===== config.mk =====
export PLATFORM = sky130hd
export DESIGN_NAME = multiply_by_const_seq_flat
export DESIGN_NICKNAME = d
export VERILOG_FILES = /design/src/rtl/mult_pkg.sv /design/src/rtl/multiply_by_const_seq_if.sv /design/src/rtl/multiply_by_const_seq_add_n.sv /design/src/rtl/multiply_by_const_seq.sv /design/src/flat_wrapper.sv
export SDC_FILE = /design/constraint.sdc
export NUM_CORES = 1
export LEC_CHECK = 0
export ABC_AREA = 1
export CAP_MARGIN = 20
export CORE_UTILIZATION = 48
export DETAILED_ROUTE_END_ITERATION = 8
export PLACE_DENSITY = 0.79
export SLEW_MARGIN = 20
export SYNTH_ARGS = -nofsm -noshare
export SYNTH_HDL_FRONTEND = slang
export SYNTH_SLANG_ARGS = --single-unit

===== constraint.sdc =====
create_clock -name clk -period 2.49 [get_ports clk]
set_clock_uncertainty 0.1 [all_clocks]
set_input_delay 0.498 -clock clk [delete_from_list [all_inputs] [get_ports clk]]
set_output_delay 0.498 -clock clk [all_outputs]
set_load 0.05 [all_outputs]

===== src/rtl/mult_pkg.sv =====
// Shared types for the multiply-by-constant unit: controller states and the default datapath width.
package mult_pkg;

  localparam int DEF_WIDTH = 13;

  typedef enum logic [1:0] {
    IDLE = 2'd0,
    RUN  = 2'd1,
    ADD  = 2'd2,
    DONE = 2'd3
  } state_t;

endpackage


===== src/rtl/multiply_by_const_seq_if.sv =====
// Operand and result handshakes for multiply_by_const_seq.
// Both channels are valid/ready: a beat transfers on a rising edge where valid and ready are both high;
// the producer holds its payload stable while valid is high and ready is low.
interface multiply_by_const_seq_if #(
  parameter int WIDTH = mult_pkg::DEF_WIDTH
);
  logic             in_valid;
  logic             in_ready;
  logic [WIDTH-1:0] X;
  logic             Mode;
  logic             out_valid;
  logic             out_ready;
  logic [WIDTH-1:0] Product;
  logic             Ovf;

  modport master (
    output in_valid, X, Mode, out_ready,
    input  in_ready, out_valid, Product, Ovf
  );

  modport slave (
    input  in_valid, X, Mode, out_ready,
    output in_ready, out_valid, Product, Ovf
  );
endinterface


===== src/rtl/multiply_by_const_seq_add_n.sv =====
// add_n: WIDTH-bit unsigned adder with carry-in and carry-out, shared by the shift-add and addend steps.
module add_n #(
  parameter int WIDTH = mult_pkg::DEF_WIDTH
) (
  input  logic [WIDTH-1:0] a,
  input  logic [WIDTH-1:0] b,
  input  logic             cin,
  output logic [WIDTH-1:0] sum,
  output logic             cout
);
  assign {cout, sum} = {1'b0, a} + {1'b0, b} + {{WIDTH{1'b0}}, cin};
endmodule


===== src/rtl/multiply_by_const_seq.sv =====
// Shift-add multiply-by-constant with Horner accumulate mode (Product = acc*CONST + X).
// Define MULT_SATURATE_EN to clamp overflowing results to all-ones instead of wrapping.
module multiply_by_const_seq
  import mult_pkg::*;
#(
  parameter int WIDTH      = DEF_WIDTH,
  parameter int CONST      = 10,
  parameter int CONST_BITS = 4
) (
  input  logic                   clk,
  input  logic                   rst,
  input  logic                   clr,
  multiply_by_const_seq_if.slave bus,
  output state_t                 dbg_state,
  output logic [WIDTH-1:0]       dbg_acc
);
  localparam int IDX_W = (CONST_BITS > 1) ? $clog2(CONST_BITS) : 1;
  localparam logic [CONST_BITS-1:0] CONST_VEC = CONST_BITS'(CONST);
  localparam logic [IDX_W-1:0]      BIT_TOP   = IDX_W'(CONST_BITS - 1);

  state_t           state, state_d;
  logic [WIDTH-1:0] p, operand, addend, acc;
  logic [IDX_W-1:0] bit_idx;
  logic             ovf;

  logic [WIDTH-1:0] add_a, add_b, add_sum, p_add;
  logic             add_cout;

  always_ff @(posedge clk or posedge rst) begin
    if (rst) state <= IDLE;
    else     state <= state_d;
  end

  always_comb begin
    state_d = state;
    case (state)
      IDLE:    if (bus.in_valid)       state_d = RUN;
      RUN:     if (bit_idx == '0)      state_d = ADD;
      ADD:                             state_d = DONE;
      DONE:    if (bus.out_ready)      state_d = IDLE;
      default:                         state_d = IDLE;
    endcase
  end

  // RUN doubles p and conditionally adds the operand; ADD folds in the latched addend.
  always_comb begin
    add_a = p;
    add_b = addend;
    if (state == RUN) begin
      add_a = {p[WIDTH-2:0], 1'b0};
      add_b = CONST_VEC[bit_idx] ? operand : '0;
    end
  end

  add_n #(.WIDTH(WIDTH)) u_add (
    .a    (add_a),
    .b    (add_b),
    .cin  (1'b0),
    .sum  (add_sum),
    .cout (add_cout)
  );

`ifdef MULT_SATURATE_EN
  assign p_add = (ovf || add_cout) ? '1 : add_sum;
`else
  assign p_add = add_sum;
`endif

  always_ff @(posedge clk or posedge rst) begin
    if (rst) begin
      p       <= '0;
      operand <= '0;
      addend  <= '0;
      bit_idx <= '0;
      ovf     <= 1'b0;
    end else begin
      case (state)
        IDLE: if (bus.in_valid) begin
          operand <= bus.Mode ? acc : bus.X;
          addend  <= bus.Mode ? bus.X : '0;
          p       <= '0;
          bit_idx <= BIT_TOP;
          ovf     <= 1'b0;
        end
        RUN: begin
          p       <= add_sum;
          ovf     <= ovf | add_cout | p[WIDTH-1];
          bit_idx <= bit_idx - 1'b1;
        end
        ADD: begin
          p   <= p_add;
          ovf <= ovf | add_cout;
        end
        default: ;
      endcase
    end
  end

  // clr takes priority over capturing a completed result.
  always_ff @(posedge clk or posedge rst) begin
    if (rst)                                   acc <= '0;
    else if (clr)                              acc <= '0;
    else if (state == DONE && bus.out_ready)   acc <= p;
  end

  assign bus.in_ready  = (state == IDLE);
  assign bus.out_valid = (state == DONE);
  assign bus.Product   = p;
  assign bus.Ovf       = ovf;
  assign dbg_state     = state;
  assign dbg_acc       = acc;
endmodule

===== src/flat_wrapper.sv =====
// flat-port wrapper written by rule: the top's interface ports become plain ports
module multiply_by_const_seq_flat import mult_pkg::*;
#(
  parameter int WIDTH      = DEF_WIDTH,
  parameter int CONST      = 10,
  parameter int CONST_BITS = 4
)
  (clk, rst, clr, dbg_state, dbg_acc, bus_in_valid, bus_X, bus_Mode, bus_out_ready, bus_in_ready, bus_out_valid, bus_Product, bus_Ovf);
  multiply_by_const_seq_if #(.WIDTH(WIDTH)) bus_i ();
  input  logic clk;
  input  logic rst;
  input  logic clr;
  output state_t dbg_state;
  output logic [WIDTH-1:0] dbg_acc;
  input wire logic [$bits(bus_i.in_valid)-1:0] bus_in_valid;
  input wire logic [$bits(bus_i.X)-1:0] bus_X;
  input wire logic [$bits(bus_i.Mode)-1:0] bus_Mode;
  input wire logic [$bits(bus_i.out_ready)-1:0] bus_out_ready;
  output wire logic [$bits(bus_i.in_ready)-1:0] bus_in_ready;
  output wire logic [$bits(bus_i.out_valid)-1:0] bus_out_valid;
  output wire logic [$bits(bus_i.Product)-1:0] bus_Product;
  output wire logic [$bits(bus_i.Ovf)-1:0] bus_Ovf;
  assign bus_i.in_valid = bus_in_valid;
  assign bus_i.X = bus_X;
  assign bus_i.Mode = bus_Mode;
  assign bus_i.out_ready = bus_out_ready;
  assign bus_in_ready = bus_i.in_ready;
  assign bus_out_valid = bus_i.out_valid;
  assign bus_Product = bus_i.Product;
  assign bus_Ovf = bus_i.Ovf;
  multiply_by_const_seq #(.WIDTH(WIDTH), .CONST(CONST), .CONST_BITS(CONST_BITS)) u_core (.clk(clk), .rst(rst), .clr(clr), .bus(bus_i), .dbg_state(dbg_state), .dbg_acc(dbg_acc));
endmodule

==> summary.md <==
| Metric | Value |
|---|---|
| Status | finished clean |
| Antenna-violating nets left | 0 |
| Final period utilization | 0.970 |
| Post-synth ARST share | 1.00 |
| Hold-fix buffer count after cts | 0 |
| Vias | 3403 |
| Routed len/inst | 14.9 um |
| WL final | 9280 um |
| Critical-path top delay cell | dfrtp_2 |
| Starting Density | 0.500 |
| Finished Cell Area | 0.00439 mm2 |
| Element type at the critical path end | flip-flop |
| Count leader, synth | nand2_1 |
| Ports | 50 |
| Initial antenna violation count | 0 |
| HPWL after DPL | 6480 um |
| Max FO, Critical Path | 13 |
| Most instantiated cells after synthesis | nand2_1, inv_1, dfrtp_1 |
| Placed cell count | 598 |
| Leak | 0.00213 uW |
| Worst skew pair latency | 0.34 ns |
| Total track usage | 0.252 |
| Synth warn | 0 |
| FF/Latch Area | 0.00143 mm2 |
| Die Footprint | 0.00750 mm2 |
| Clock Sinks | 57 |
| CTS Buf Count | 9 |
| Worst-path clk slew | 0.07 ns |
| Top cell by count, worst path | inv_2 |
| Synth area leaders | dfrtp_1, nand2_1, inv_1 |
| Post-synth top area cell | dfrtp_1 |
| Fin. Hold Viols | 0 |
| CP required | 2.60 ns |
| Clock root cell | clkbuf_8 |
| Clk buf depth | 2 |
| Setup TNS | 0 ns |
| First-pass GRT wire length | 14500 um |
| CP Cell Sequence | inv_2 > ha_4 > clkbuf_16 > o22ai_2 > ha_2 > inv_2 > fa_2 > inv_2 > nand3_2 > nand3_4 > nand2_1 > a21oi_1 > o22ai_1 |
| Initial DRC Count | 323 |
| FMAX | 414 MHz |
| Final Instance Count excl. Fillers | 621 |
| Post-synthesis cell count | 464 |
| Worst vdd ir | 0.743 mV |
| Worst slew pin tran | 0.547 ns |
| Number of flops mapped to enable cells by yosys | 0 |
| Avg Cell Area, Syn | 7.40 um2 |
| Buffers on Ports | 49 |
| Die H | 86.6 um |
| Largest net degree at the start of global routing | 39 |
| Final Wtd Congestion | 0.984 |
| Top-area cell type share of the netlist area | 0.415 |
| Filler cells | 601 |
| Pwr dens | 1480 mW/mm2 |
| Final Core Density | 0.639 |
| Seq cells post-synth | 57 |
| Slowest stage delay, CP | 0.40 ns |
| Startpoint Class | flip-flop |
| Antenna cells | 0 |
| NumNets Final | 558 |
| Area of the multi-input gates | 0.00170 mm2 |
| Placed cell areas | 0.00407 mm2 |
| Synthesized area | 0.00343 mm2 |
| CP arrival | 2.52 ns |
| Min cycle time layout | 2.41 ns |
| Slew Limit Fails | 0 |
| DRC violations left | 0 |
| Core Box Area | 0.00687 mm2 |
| Site Rows | 30 |
| Final setup violation count | 0 |
| Vias in the first global route | 3035 |
| Gr ovfl total | 0 |
| First-pass DRT Iterations | 5 |
| P&R area growth vs syn | 27.9% |
| Yosys cell types | 29 |
| Via/cell ratio | 5.48 |
| CTS tree | yes |
| RSZ-0062 raised after global routing | true |
| Type of the worst setup path | reg2reg |
| Max Cap Viol | 0 |
| Worst min path class | in2async |
| Synth Flop Type | dfrtp_1 |
| Net Count, Synth | 502 |
| Layout cells sized above 1 | 0.112 |
| Worst slew margin | 0.635 |
| Sequential-to-total area share from yosys stat | 0.415 |
| CTS H-tree lvls | 3 |
| Die span in x | 86.6 um |
==> worst max-delay path, delay by kind of cell (launching register included) <==
kind,cells,cell delay (ns)
adder cells (fa/ha/maj),3,0.79
flip-flops,1,0.40
AO/OA/AOI/OAI,3,0.39
buffers and inverters,4,0.35
AND/OR/NAND/NOR,3,0.26
==> flip-flops by register name (all words and copies together), names as in the netlist <==
signal,flops
u_core.addend,13
u_core.bus.Product,13
u_core.dbg_acc,13
u_core.operand,13
u_core.bit_idx,2
u_core.dbg_state,2
u_core.bus.Ovf,1
==> area by class of cell <==
cell class / count / share of cell area
flip-flops and latches: 57 / 0.325
repair buffers: 61 / 0.142
clock buffers: 11 / 0.0322
well taps: 96 / 0.0274
multi-input cells: 306 / 0.387
inverters: 85 / 0.0727
clock inverters: 5 / 0.0125
==> what timing repair did <==
| item | 4_1_cts | 5_1_grt |
|---|---|---|
| cloned | 0 | 1 |
| pin swaps | 0 | 8 |
| gates resized for setup | 2 | 11 |
| endpoints found under the setup margin | 3 | 10 |
| buffers inserted | 0 | 6 |
==> report_power, final <==
group	internal [uW]	switching (uW)
sequential	1270	233
combinational	1450	2680
clock	486	390
==> worst paths after layout <==
check | from | endpoint | slack (ns) | cells after the start
min in group clk | u_core.addend[10] | u_core.addend[10] | 0.40 | 2
max in group asynchronous | rst | u_core.bus.Product[5] | 1.35 | 3
worst max register to register | u_core.dbg_state[1] | u_core.bus.Product[6] | 0.08 | 13
worst min-delay path | rst | u_core.addend[11] | 0.38 | 2
worst max-delay path | u_core.dbg_state[1] | u_core.bus.Product[6] | 0.08 | 13
worst min register to register | u_core.addend[10] | u_core.addend[10] | 0.40 | 2
==> metrics by stage <==
stage               hold WS [ns]  total power [uW]  setup slack (ns)
floorplan                  0.352              4280          -0.00336
global placement           0.367              5190            0.0701
detailed placement         0.379              5280           -0.0237
CTS                        0.395              6190            0.0704
global route               0.416              7000           -0.0689
finish                     0.382              6510            0.0751
==> metal layers <==
layer | part of all wire | track usage | wire (um) | vias to the layer above
met4 | 0.020 | 0.105 | 188 | 0
met1 | 0.45 | 0.358 | 4140 | 1625
li1 | - | - | - | 1624
met5 | 0 | 0 | 0 | -
met2 | 0.46 | 0.382 | 4310 | 136
met3 | 0.069 | 0.0448 | 641 | 18
==> layout by cell type (no fill, tap or decap), types with 3 or more instances in the layout <==
cell	n
ha_2	3
a21oi_1	15
nand4_1	4
clkbuf_8	10
o22ai_2	4
inv_2	12
dfrtp_1	55
o21ai_1	24
clkdlybuf4s50_1	48
o31ai_1	7
ha_1	14
inv_1	73
buf_4	9
nand2_1	101
nor2_1	22
nand3_1	33
o22ai_1	14
o21ai_0	45
==> logic make-up (layout without fill, tap and decap cells) <==
logic type	after synthesis	count (layout)	share of synthesized area
AOI/OAI and AO/OA	113	113	0.179
xor gates and xnor gates	1	1	0.00255
adders and majority gates	19	19	0.0714
buffers and inverters	101	162	0.114
DFF	57	57	0.415
and+or+nand+nor	173	173	0.218
No activity file was read; power rests on OpenSTA's default activity.
